### config.mk
export PLATFORM = sky130hd
export DESIGN_NAME = quad_decoder
export DESIGN_NICKNAME = d
export VERILOG_FILES = /design/src/rtl/quad_decoder.sv
export SDC_FILE = /design/constraint.sdc
export NUM_CORES = 1
export LEC_CHECK = 0
export CAP_MARGIN = 20
export CORE_UTILIZATION = 30
export CTS_CLUSTER_SIZE = 28
export DETAILED_ROUTE_END_ITERATION = 16
export SYNTH_ARGS = -nofsm -noshare
export SYNTH_HDL_FRONTEND = slang
export SYNTH_SLANG_ARGS = --single-unit
### constraint.sdc
create_clock -name sysclk -period 3.1 [get_ports sysclk]
set_input_delay 0.62 -clock sysclk [delete_from_list [all_inputs] [get_ports sysclk]]
set_output_delay 0.62 -clock sysclk [all_outputs]
set_load 0.01 [all_outputs]
### src/rtl/quad_decoder.sv
// Quadrature encoder decoder: synchronises and debounces the A/B channels, then
// decodes Gray-code transitions into a registered position with step/dir/err.
//
// state   | meaning
// ST_INIT | filtered pair tracks synced inputs, waiting for both to settle
// ST_RUN  | per-channel filters active, transitions decoded and counted
module quad_decoder #(
   parameter int POS_WIDTH     = 8,
   parameter int SYNC_STAGES   = 2,
   parameter int FILTER_CYCLES = 4,
   parameter int COUNT_MODE    = 4,
   parameter int SATURATE      = 0
) (
   input  logic                 sysclk,
   input  logic                 rst,
   input  logic                 enc_a_raw,
   input  logic                 enc_b_raw,
   input  logic                 clear,
   output logic [POS_WIDTH-1:0] position,
   output logic                 step,
   output logic                 dir,
   output logic                 err
);
   typedef enum logic {ST_INIT, ST_RUN} state_t;

   localparam logic [7:0]           FILT_TC = 8'(FILTER_CYCLES - 1);
   localparam logic [POS_WIDTH-1:0] POS_MAX = '1;
   localparam logic [POS_WIDTH-1:0] POS_ONE = {{(POS_WIDTH-1){1'b0}}, 1'b1};

   state_t                 state_q, state_d;
   logic [SYNC_STAGES-1:0] a_sync_q, a_sync_d;
   logic [SYNC_STAGES-1:0] b_sync_q, b_sync_d;
   logic [1:0]             synced;
   logic [1:0]             filt_q, filt_d;
   logic [1:0]             prev_q, prev_d;
   logic [7:0]             flt_cnt_q [2];
   logic [7:0]             flt_cnt_d [2];
   logic [7:0]             init_cnt_q, init_cnt_d;
   logic [POS_WIDTH-1:0]   pos_q, pos_d;
   logic                   step_q, step_d;
   logic                   dir_q, dir_d;
   logic                   err_q, err_d;
   logic                   moved, illegal, fwd, entering_count, count_evt;

   always_comb begin
      a_sync_d = {a_sync_q[SYNC_STAGES-2:0], enc_a_raw};
      b_sync_d = {b_sync_q[SYNC_STAGES-2:0], enc_b_raw};
   end

   // Pair ordering is {a, b} throughout: bit 1 = channel A, bit 0 = channel B.
   assign synced = {a_sync_q[SYNC_STAGES-1], b_sync_q[SYNC_STAGES-1]};

   always_comb begin
      state_d      = state_q;
      filt_d       = filt_q;
      prev_d       = filt_q;
      init_cnt_d   = '0;
      flt_cnt_d[0] = '0;
      flt_cnt_d[1] = '0;
      case (state_q)
         ST_INIT: begin
            filt_d = synced;
            if (synced == filt_q) begin
               if (init_cnt_q == FILT_TC) state_d = ST_RUN;
               else init_cnt_d = init_cnt_q + 8'd1;
            end
         end
         ST_RUN: begin
            for (int i = 0; i < 2; i++) begin
               if (synced[i] != filt_q[i]) begin
                  if (flt_cnt_q[i] == FILT_TC) filt_d[i] = synced[i];
                  else flt_cnt_d[i] = flt_cnt_q[i] + 8'd1;
               end
            end
         end
         default: state_d = ST_INIT;
      endcase
   end

   always_comb begin
      moved   = (state_q == ST_RUN) && (prev_q != filt_q);
      illegal = moved && (prev_q[1] != filt_q[1]) && (prev_q[0] != filt_q[0]);
      case ({prev_q, filt_q})
         4'b00_01, 4'b01_11, 4'b11_10, 4'b10_00: fwd = 1'b1;
         default:                                fwd = 1'b0;
      endcase
      case (COUNT_MODE)
         1:       entering_count = (filt_q == 2'b00);
         2:       entering_count = (filt_q == 2'b00) || (filt_q == 2'b11);
         default: entering_count = 1'b1;
      endcase
      count_evt = moved && !illegal && entering_count;
   end

   // clear overrides both the position update and a simultaneous illegal move.
   always_comb begin
      pos_d  = pos_q;
      step_d = count_evt;
      dir_d  = dir_q;
      err_d  = err_q | illegal;
      if (count_evt) begin
         dir_d = fwd;
         if (fwd) begin
            if (!((SATURATE != 0) && (pos_q == POS_MAX))) pos_d = pos_q + POS_ONE;
         end else begin
            if (!((SATURATE != 0) && (pos_q == '0))) pos_d = pos_q - POS_ONE;
         end
      end
      if (clear) begin
         pos_d = '0;
         err_d = 1'b0;
      end
   end

   always_ff @(posedge sysclk or posedge rst) begin
      if (rst) begin
         state_q      <= ST_INIT;
         a_sync_q     <= '0;
         b_sync_q     <= '0;
         filt_q       <= '0;
         prev_q       <= '0;
         flt_cnt_q[0] <= '0;
         flt_cnt_q[1] <= '0;
         init_cnt_q   <= '0;
         pos_q        <= '0;
         step_q       <= 1'b0;
         dir_q        <= 1'b0;
         err_q        <= 1'b0;
      end else begin
         state_q      <= state_d;
         a_sync_q     <= a_sync_d;
         b_sync_q     <= b_sync_d;
         filt_q       <= filt_d;
         prev_q       <= prev_d;
         flt_cnt_q[0] <= flt_cnt_d[0];
         flt_cnt_q[1] <= flt_cnt_d[1];
         init_cnt_q   <= init_cnt_d;
         pos_q        <= pos_d;
         step_q       <= step_d;
         dir_q        <= dir_d;
         err_q        <= err_d;
      end
   end

   assign position = pos_q;
   assign step     = step_q;
   assign dir      = dir_q;
   assign err      = err_q;

endmodule

==> summary.md <==
| Metric | Value |
|---|---|
| DR WL/cell | `11.5 microns` |
| Post-route setup slack | `0.384 ns` |
| CP Launch Type | `flop` |
| VDD IR-drop max | `270 uV` |
| Seq pwr share | `37.1%` |
| Post-synthesis cell type count | `36` |
| Post-Syn Nets | `214` |
| P_int | `1340 uW` |
| CP peak stage delay | `0.46 ns` |
| Number of global-route vias before repair | `1431` |
| Fin. Hold Viols | `0` |
| Critical path arrival | `2.90 ns` |
| Data required, critical path | `3.28 ns` |
| Type of element capturing the critical path | `flop` |
| Number of I/O port buffers | `15` |
| Status | `complete, no violations` |
| Area of the multi-input gates | `997 sq um` |
| Initial core utilization | `31.5%` |
| CTS tree | `built` |
| Sequential share of the synthesized area | `51.0%` |
| Tot GR Track Use | `11.2%` |
| Top-Level Pins | `16` |
| Largest cells by area after synthesis | `dfrtp_1 (51%), xor2_1 (6.5%), ha_1 (5.2%)` |
| Final Setup Violations | `0` |
| Setup TNS Final | `0 ns` |
| Global-route wire length before repair | `6580 microns` |
| DIE WIDTH | `86.9 microns` |
| Syn. warnings | `0` |
| Cell Area, Synth | `2160 sq um` |
| DRT iter0 DRCs | `49` |
| Max Clk Rate | `368 MHz` |
| Crit path max-delay cell type | `dfrtp_1` |
| Core region area | `6870 sq um` |
| Hold buffers post-CTS | `0` |
| Post-place setup slack | `0.436 ns` |
| Post-synth EDFFs | `0` |
| Clock Latency Late Sink | `0.29 ns` |
| Pins Over Slew Limit | `0` |
| Sw Share | `34.6%` |
| Gr ovfl total | `0` |
| # diodes | `0` |
| Fin crit share | `87.6%` |
| Post-CTS Resized | `0` |
| Die area | `7550 sq um` |
| Post-synth top cells | `dfrtp_1 (44), nor2_1 (28), nand3_1 (16), xor2_1 (16), xnor2_1 (10)` |
| Post-CTS Setup Inserts | `0` |
| Drt first pass iters | `4` |
| Register area | `1100 sq um` |
| Dominant cell type by area after synthesis | `dfrtp_1` |
| Worst hold path depth | `0` |
| CP Class | `reg2reg` |
| Max Cap Viol | `0` |
| Pin count of the biggest net entering global routing | `45` |
| H-tree depth | `2` |
| Die H | `86.9 microns` |
| Fill count | `670` |
| Number of core rows | `30` |
| Residual DRC | `0` |
| Final ANT Viol Nets | `0` |
| Worst R2R Path Depth | `8` |
| Least-Margin Pin Slew | `0.531 ns` |
| Clk buf depth | `2` |
| Most instantiated library cell after synthesis | `dfrtp_1` |
| Pwr Density | `810 nW/um^2` |
| Share of cells above drive strength 1 | `9.72%` |
| Synth Flop Type | `dfrtp_1` |
| Routed WL | `3580 microns` |
| Num CTS Buffers | `5` |
| Vias per cell | `4.60` |
| Minimum clock period | `2.72 ns` |
| Switch Pwr | `709 uW` |
| P_leak | `0.00112 uW` |
| Critical-path maximum fanout | `9` |
| CP cell instances | `xnor2_1 -> nand2_1 -> ha_1 -> o21ai_0 -> nor3_1 -> a211oi_1 -> mux2_2 -> mux2_4` |
| Async SR Flop Fraction | `100%` |
| Final Skew | `0.00611 ns` |
| Post-Syn Instances | `199` |
| Comb pwr share | `38.4%` |
| Avg Cell Area, Syn | `10.9 sq um` |
| Worst hold path type | `reg2reg` |
| Nets | `231` |
| Reg clk slew, reported paths | `0.08 ns` |
| Post-DP HPWL | `2420 microns` |
| Root Buffer | `clkbuf_8` |
| Synth top area share | `51.0%` |
| GP Congestion | `0.745` |
| P&R area growth vs syn | `17.1%` |
| CTS sink cnt | `44` |
| RSZ-0062 raised after global routing | `false` |
| Relative slew slack | `64.4%` |
| Via count | `1435` |
| Clk pwr share | `24.5%` |
| Yosys reg bits | `44` |
| Initial antenna violation count | `0` |
==> layout make-up <==
cell class	instances	area share, %
clock buffer	5	2.72
inverter	7	1.04
multi-input combinational	142	39.4
sequential	44	43.5
tap	96	4.75
timing repair buffer	16	6.23
clock inverter	2	2.37
==> sequential cells by signal (all words and copies together) (netlist names) <==
register	count
a_sync_q	2
b_sync_q	2
dir	1
err	1
filt_q	2
flt_cnt_q	16
init_cnt_q	8
position	8
prev_q	2
state_q	1
step	1
==> worst paths after layout <==
kind                                   from          end  slack (ns)
worst max register to register    filt_q[1]  position[7]        0.38
min in group asynchronous               rst  a_sync_q[1]        0.76
worst min register to register  a_sync_q[0]  a_sync_q[1]        0.35
worst min-delay path            a_sync_q[0]  a_sync_q[1]        0.35
worst max-delay path              filt_q[1]  position[7]        0.38
max in group asynchronous               rst  position[2]        1.97
==> cell families (layout without fill, tap and decap cells) <==
family | Yosys count | in the layout | synth area share [%]
XOR/XNOR | 27 | 27 | 11.3
flip-flops | 44 | 44 | 51.0
adder cells (fa/ha/maj) | 10 | 10 | 6.14
buffers and inverters | 13 | 30 | 2.90
AND/OR/NAND/NOR | 72 | 72 | 16.6
AO/OA/AOI/OAI | 29 | 29 | 9.90
multiplexers | 4 | 4 | 2.26
==> metrics by stage <==
step / hold WS, ns / utilization, % / total power, uW / std cells / cell area (sq um)
after floorplan: 0.331 / - / 1350 / 199 / 2160
after global placement: 0.337 / 35.0 / 1540 / 305 / 2400
after detailed placement: 0.339 / 35.0 / 1550 / 305 / 2400
after CTS: 0.359 / 36.8 / 2080 / 312 / 2530
after global routing: 0.363 / 36.8 / 2210 / 312 / 2530
final: 0.352 / 36.8 / 2050 / 312 / 2530
==> power by group through the flow <==
stage | logic, uW | clock network, uW | registers [uW]
after detailed placement | 778 | 0 | 775
after global routing | 886 | 546 | 780
after floorplan | 586 | 0 | 762
final | 787 | 502 | 761
after global placement | 772 | 0 | 772
after CTS | 792 | 521 | 765
==> critical path, delay by kind of cell (launching register included) <==
kind / cells / cell delay [ns]
AOI/OAI and AO/OA: 2 / 0.52
xor gates and xnor gates: 1 / 0.16
adders and majority gates: 1 / 0.46
DFF: 1 / 0.46
and+or+nand+nor: 2 / 0.35
muxes: 2 / 0.66
==> layout by cell type (no fill, tap or decap), types with 2 or more instances in the layout <==
| cell type | instances |
|---|---|
| a21oi_1 | 7 |
| a211o_1 | 2 |
| dfrtp_1 | 44 |
| or4b_2 | 2 |
| and3_1 | 7 |
| a311o_2 | 2 |
| xnor2_1 | 10 |
| o2111ai_1 | 2 |
| xor2_1 | 16 |
| nor4_1 | 3 |
| or2_2 | 2 |
| and4b_1 | 2 |
| nand2_1 | 8 |
| clkbuf_8 | 5 |
| o21ai_0 | 2 |
| mux2_2 | 3 |
| a21o_1 | 3 |
| nand3_1 | 16 |
| ha_1 | 9 |
| o21bai_1 | 3 |
| inv_1 | 6 |
| a211oi_1 | 4 |
| o41ai_1 | 2 |
| clkdlybuf4s50_1 | 15 |
| nor2_1 | 28 |
| bufinv_16 | 2 |
==> routing by layer <==
| metal | routed length, microns | track usage [%] | share of wire (%) | up-vias |
|---|---|---|---|---|
| met5 | 0 | 0 | 0 | - |
| met4 | 38 | 4.09 | 1.1 | 0 |
| met3 | 100 | 2.84 | 2.8 | 5 |
| met2 | 1660 | 18.6 | 46 | 19 |
| met1 | 1790 | 14.1 | 50 | 688 |
| li1 | - | - | - | 723 |
No activity file was read; power rests on OpenSTA's default activity.
